<file path="config.mk">
export PLATFORM = sky130hd
export DESIGN_NAME = mem_arbiter
export DESIGN_NICKNAME = d
export VERILOG_FILES = /design/src/rtl/mem_arbiter_pkg.sv /design/src/rtl/lat_counter.sv /design/src/rtl/mem_arbiter.sv
export SDC_FILE = /design/constraint.sdc
export NUM_CORES = 1
export LEC_CHECK = 0
export ABC_AREA = 1
export CORE_AREA = 5 5 185 187
export CTS_BUF_LIST = sky130_fd_sc_hd__clkbuf_8 sky130_fd_sc_hd__clkbuf_16
export DETAILED_ROUTE_END_ITERATION = 8
export DIE_AREA = 0 0 190 192
export PLACE_DENSITY = 0.69
export REMOVE_ABC_BUFFERS = 1
export SYNTH_ARGS = -nofsm -noshare
export SYNTH_HDL_FRONTEND = slang
export SYNTH_SLANG_ARGS = --single-unit
</file>
<file path="constraint.sdc">
create_clock -name clk -period 1.61 [get_ports clk]
set_clock_uncertainty 0.2 [all_clocks]
set_input_delay 0.161 -clock clk [delete_from_list [all_inputs] [get_ports clk]]
set_output_delay 0.161 -clock clk [all_outputs]
set_load 0.01 [all_outputs]
</file>
<file path="src/rtl/mem_arbiter_pkg.sv">
// Shared types and widths for the single-port memory arbiter.
// Imported by mem_arbiter and lat_counter.
package mem_arbiter_pkg;

   localparam int ADDR_W  = 64;
   localparam int DATA_W  = 64;
   localparam int INSTR_W = 32;
   localparam int CNT_W   = 4;

   typedef enum logic [1:0] {
      IDLE   = 2'd0,
      ACCESS = 2'd1,
      RESP   = 2'd2
   } arb_state_t;

   typedef enum logic {
      OWN_IF = 1'b0,
      OWN_D  = 1'b1
   } arb_owner_t;

   function automatic logic [ADDR_W-1:0] dw_align(input logic [ADDR_W-1:0] a);
      return {a[ADDR_W-1:3], 3'b000};
   endfunction

endpackage

</file>
<file path="src/rtl/lat_counter.sv">
// Loadable down-counter that times the memory latency window.
// 'last' is high while the count equals 1.
module lat_counter
   import mem_arbiter_pkg::*;
#(
   parameter int W = CNT_W
) (
   input  logic         clk,
   input  logic         rst,
   input  logic         load,
   input  logic [W-1:0] load_val,
   input  logic         en,
   output logic [W-1:0] count,
   output logic         last
);

   logic [W-1:0] count_q, count_d;

   always_comb begin
      count_d = count_q;
      if (load)
         count_d = load_val;
      else if (en && (count_q != '0))
         count_d = count_q - W'(1);
   end

   always_ff @(posedge clk or negedge rst) begin
      if (!rst)
         count_q <= '0;
      else
         count_q <= count_d;
   end

   assign count = count_q;
   assign last  = (count_q == W'(1));

endmodule

</file>
<file path="src/rtl/mem_arbiter.sv">
// Arbitrates instruction fetch and load/store onto one 64-bit memory port.
// Define ARB_RR_EN for round-robin on contested grants; default is data-first.
module mem_arbiter
   import mem_arbiter_pkg::*;
#(
   parameter int MEM_LATENCY = 2
) (
   input  logic               clk,
   input  logic               rst,
   input  logic               if_req,
   input  logic [ADDR_W-1:0]  if_addr,
   output logic               if_ack,
   output logic [INSTR_W-1:0] if_rdata,
   input  logic               d_req,
   input  logic               d_we,
   input  logic [ADDR_W-1:0]  d_addr,
   input  logic [DATA_W-1:0]  d_wdata,
   output logic               d_ack,
   output logic [DATA_W-1:0]  d_rdata,
   output logic [ADDR_W-1:0]  mem_addr,
   output logic [DATA_W-1:0]  mem_wdata,
   output logic               mem_wr,
   input  logic [DATA_W-1:0]  mem_rdata,
   output logic               busy,
   output logic               grant_d
);

   arb_state_t          state_q, state_d;
   arb_owner_t          owner_q, owner_d;
   arb_owner_t          winner;
   logic [ADDR_W-1:2]   addr_q, addr_d;
   logic                we_q, we_d;
   logic [DATA_W-1:0]   wdata_q, wdata_d;
   logic                mem_wr_q, mem_wr_d;
   logic                if_ack_q, if_ack_d;
   logic                d_ack_q, d_ack_d;
   logic                busy_q, busy_d;
   logic [INSTR_W-1:0]  if_rdata_q, if_rdata_d;
   logic [DATA_W-1:0]   d_rdata_q, d_rdata_d;
   logic                cnt_load, cnt_en, cnt_last;
   logic [CNT_W-1:0]    unused_cnt;
   logic                unused_addr_lsbs;

`ifdef ARB_RR_EN
   arb_owner_t          fav_q, fav_d;
`endif

   assign unused_addr_lsbs = ^{if_addr[1:0], d_addr[1:0]};

   lat_counter #(.W(CNT_W)) u_lat_counter (
      .clk      (clk),
      .rst      (rst),
      .load     (cnt_load),
      .load_val (CNT_W'(MEM_LATENCY)),
      .en       (cnt_en),
      .count    (unused_cnt),
      .last     (cnt_last)
   );

   always_comb begin
      winner = d_req ? OWN_D : OWN_IF;
`ifdef ARB_RR_EN
      // Only a contested grant consults the favour bit.
      if (if_req && d_req)
         winner = fav_q;
`endif
   end

   always_comb begin
      state_d    = state_q;
      owner_d    = owner_q;
      addr_d     = addr_q;
      we_d       = we_q;
      wdata_d    = wdata_q;
      mem_wr_d   = 1'b0;
      if_ack_d   = 1'b0;
      d_ack_d    = 1'b0;
      if_rdata_d = if_rdata_q;
      d_rdata_d  = d_rdata_q;
      cnt_load   = 1'b0;
      cnt_en     = 1'b0;
`ifdef ARB_RR_EN
      fav_d      = fav_q;
`endif
      case (state_q)
         IDLE: begin
            if (if_req || d_req) begin
               state_d  = ACCESS;
               owner_d  = winner;
               cnt_load = 1'b1;
               if (winner == OWN_D) begin
                  addr_d   = d_addr[ADDR_W-1:2];
                  we_d     = d_we;
                  wdata_d  = d_wdata;
                  mem_wr_d = d_we;
               end else begin
                  addr_d   = if_addr[ADDR_W-1:2];
                  we_d     = 1'b0;
                  wdata_d  = '0;
               end
`ifdef ARB_RR_EN
               if (if_req && d_req)
                  fav_d = (winner == OWN_D) ? OWN_IF : OWN_D;
`endif
            end
         end
         ACCESS: begin
            cnt_en = 1'b1;
            if (cnt_last) begin
               state_d = RESP;
               if (owner_q == OWN_D) begin
                  d_ack_d = 1'b1;
                  if (!we_q)
                     d_rdata_d = mem_rdata;
               end else begin
                  if_ack_d   = 1'b1;
                  if_rdata_d = addr_q[2] ? mem_rdata[63:32] : mem_rdata[31:0];
               end
            end
         end
         RESP:    state_d = IDLE;
         default: state_d = IDLE;
      endcase
      busy_d = (state_d != IDLE);
   end

   always_ff @(posedge clk or negedge rst) begin
      if (!rst) begin
         state_q    <= IDLE;
         owner_q    <= OWN_IF;
         addr_q     <= '0;
         we_q       <= 1'b0;
         wdata_q    <= '0;
         mem_wr_q   <= 1'b0;
         if_ack_q   <= 1'b0;
         d_ack_q    <= 1'b0;
         busy_q     <= 1'b0;
         if_rdata_q <= '0;
         d_rdata_q  <= '0;
      end else begin
         state_q    <= state_d;
         owner_q    <= owner_d;
         addr_q     <= addr_d;
         we_q       <= we_d;
         wdata_q    <= wdata_d;
         mem_wr_q   <= mem_wr_d;
         if_ack_q   <= if_ack_d;
         d_ack_q    <= d_ack_d;
         busy_q     <= busy_d;
         if_rdata_q <= if_rdata_d;
         d_rdata_q  <= d_rdata_d;
      end
   end

`ifdef ARB_RR_EN
   always_ff @(posedge clk or negedge rst) begin
      if (!rst)
         fav_q <= OWN_D;
      else
         fav_q <= fav_d;
   end
`endif

   assign mem_addr  = {addr_q[ADDR_W-1:3], 3'b000};
   assign mem_wdata = wdata_q;
   assign mem_wr    = mem_wr_q;
   assign if_ack    = if_ack_q;
   assign d_ack     = d_ack_q;
   assign busy      = busy_q;
   assign if_rdata  = if_rdata_q;
   assign d_rdata   = d_rdata_q;
   assign grant_d   = (owner_q == OWN_D);

endmodule

</file>
==> impl_metrics.toml <==
[placed_design]
place_ws_ns = -0.135
dp_cells = 2155
gp_congestion = 0.854
dp_hpwl_um = 28200
placement.io_buffers = 482
placed_area_sq_um = 15900

[clocking]
cts_tree = "yes"
clockBufferDepth = 3
cts.sinks = 234
cts.clk_slew.worst_paths_ns = 0.06
numCtsBuffers = 27
clockRootBuffer = "clkbuf_16"
htreeDepth = 1
clock_latency_ns = 0.55

[critical_path]
worstPathMaxFanout = 9
crit_type = "reg2reg"
worst_setup_path_end_kind = "register"
r2r_slack_ns = -0.14
setup.worst_path.start_class = "register"
crit_required_ns = 1.90
critical_path_arrival_ns = 2.04

[finish]
final_cells = 2332
final_core_util_pct = 58.3
drive_gt1_share_pct = 17.4
synthToLayoutAreaGrowth_pct = 75.5
fill_cells = 2669
final_area_sq_um = 18800
layout.nets = 2134

[pwr]
p_leak_nw = 9.30
p_sw_share_pct = 38.7
finalPower_mw = 32.6
p_int_mw = 20.0
ir_drop_uv = 871
combPwrFrac_pct = 47.8
power_frac_clock_pct = 19.8
cellPowerDensity_nw_per_um2 = 1730
switching_power_mw = 12.6
p_seq_share_pct = 32.4

[routing]
vias = 11100
ant_nets = 0
dr.pass1.iters = 5
post_drt_wl_per_cell_um = 18.6
post-route-drc-count = 0
via_per_inst = 4.74
routed_wl_um = 43500
drt_iter0_drc = 596

[grt]
grt_overflow = 0
grt.total_usage_pct = 21.4
grt_max_degree = 90
first_global_vias = 11100
antenna_found_initial = 3
grt_pass1_wl_um = 62000

[logic_synthesis]
synth_top_cell_by_area = "dfrtp_1"
ys_seq_area_share_pct = 54.6
synth.most_common_cell = "nand2_1"
synth_area_per_cell_sq_um = 8.14
netlist_instances = 1318
ys.flop_type = "dfrtp_1"
async_flop_share_pct = 100
syn_area_sq_um = 10700
synth.top_cell.area_share_pct = 54.6
ys_top_cells_by_area = "dfrtp_1 (55%), nand2_1 (19%), nand3_1 (6.3%), buf_4 (5.4%), o21ai_0 (5.0%)"
ys.warnings.count = 0
synth_seq_cells = 234
ys_types = 19
yosys-top-cells-count = "nand2_1 (550), dfrtp_1 (234), nand3_1 (136)"
synth_edf_count = 0

[floorplanning]
dieHeight_um = 192
fp.dieArea_sq_um = 36500
fp.dieW_um = 190
core_sq_um = 32300
ioPinCount = 490
rows = 66
start_util_pct = 33.2

[timing]
hold_viol = 0
fin_setup_tns_ns = -9.35
fmax_ghz = 0.570
setup_viol = 97
hold_ws_ns = 0.0125
max_slew.worst_pin.slew_ns = 0.549
slew_violations = 0
slew_headroom_pct = 63.0
grt_setup_unrepaired = "yes"
post-route-min-period_ns = 1.75
fin_crit_sh_pct = 109
setup_slack_ns = -0.144

[run]
cap_violations = 0

[min_path]
hold_class = "in2reg"

[run_status]
outcome = "complete, but fails checks"
violations = "negative setup slack"
==> worst paths after layout <==
kind / from / endpoint / cells after the start
max: u_lat_counter.count[1] / d_rdata[58] / 8
min: mem_rdata[25] / d_rdata[25] / 3
max reg2reg: u_lat_counter.count[1] / d_rdata[58] / 8
min reg2reg: d_rdata[2] / d_rdata[2] / 2
max in group asynchronous: rst / d_rdata[4] / 4
min in group asynchronous: rst / addr_q[50] / 3
==> repair_timing <==
action / 4_1_cts / 5_1_grt
hold buffers: 83 / 0
cloned: 12 / 8
pin swaps: 3 / 10
setup buffers: 12 / 16
gates resized for setup: 377 / 240
hold endpoints to repair: 321 / 0
setup endpoints to repair: 325 / 213
==> state kept, by name, summed over array words and instances (netlist names), 2 cells and up <==
name,count
if_rdata,32
addr_q,62
d_rdata,64
state_q,2
u_lat_counter.count,4
mem_wdata,64
==> critical path: stages, from the launching register on <==
cell	delay [ns]
dfrtp_1	0.39
inv_2	0.08
ha_4	0.13
nor3b_4	0.22
buf_6	0.15
buf_6	0.14
buf_16	0.15
nand3_1	0.12
nand2_2	0.11
==> cell families (layout without fill, tap and decap cells) <==
group,Yosys count,count (layout),synth area share (%)
other cells,1,4,0.0350
fa+ha+maj,3,3,0.350
xor+xnor,1,1,0.0816
simple gates,727,727,27.9
flops,234,234,54.6
compound gates,131,131,6.11
buf+inv,221,790,10.9
==> power by group through the flow <==
| stage | clock [mW] | sequential [mW] | combinational [mW] |
|---|---|---|---|
| floorplan | 0 | 11.4 | 3.98 |
| global placement | 0 | 10.2 | 14.4 |
| detailed placement | 0 | 10.3 | 14.6 |
| CTS | 6.54 | 10.2 | 14.1 |
| global route | 6.81 | 10.8 | 16.8 |
| finish | 6.46 | 10.6 | 15.6 |
==> area by class of cell <==
class	count	area, sq um	area share [%]
Antenna cell	1	2.50	0.0133
Clock buffer	32	744	3.95
Multi-Input combinational cell	865	4270	22.7
Inverter	75	284	1.51
Sequential cell	234	5860	31.1
Timing Repair Buffer	667	6920	36.7
Clock inverter	16	194	1.03
Tap cell	442	553	2.94
==> routing by layer <==
layer	wire, um	part of all wire [%]	up-vias	GRT usage, %
li1	-	-	5172	-
met1	15800	36	5162	24.7
met2	21600	50	582	38.2
met3	3890	8.9	141	4.93
met4	2160	5.0	2	9.18
met5	13	0.030	-	0
==> cell usage in the layout (no fill, tap or decap), drive strengths merged <==
master | netlist | final
ha | 3 | 3
xor2 | 1 | 1
clkdlybuf4s50 | 0 | 254
clkinv | 0 | 3
o21ai | 131 | 131
nor3 | 1 | 1
nand4 | 1 | 1
bufinv | 0 | 4
nor3b | 1 | 1
dlygate4sd2 | 0 | 63
clkinvlp | 0 | 1
conb | 1 | 3
buf | 122 | 100
or2 | 32 | 32
diode | 0 | 1
nand3 | 136 | 136
clkbuf | 24 | 58
dfrtp | 234 | 234
dlygate4sd3 | 0 | 83
nor2 | 6 | 6
inv | 75 | 83
clkdlybuf4s15 | 0 | 140
bufbuf | 0 | 1
nand2 | 550 | 550
Note: power is estimated with default switching activity, not from simulation.
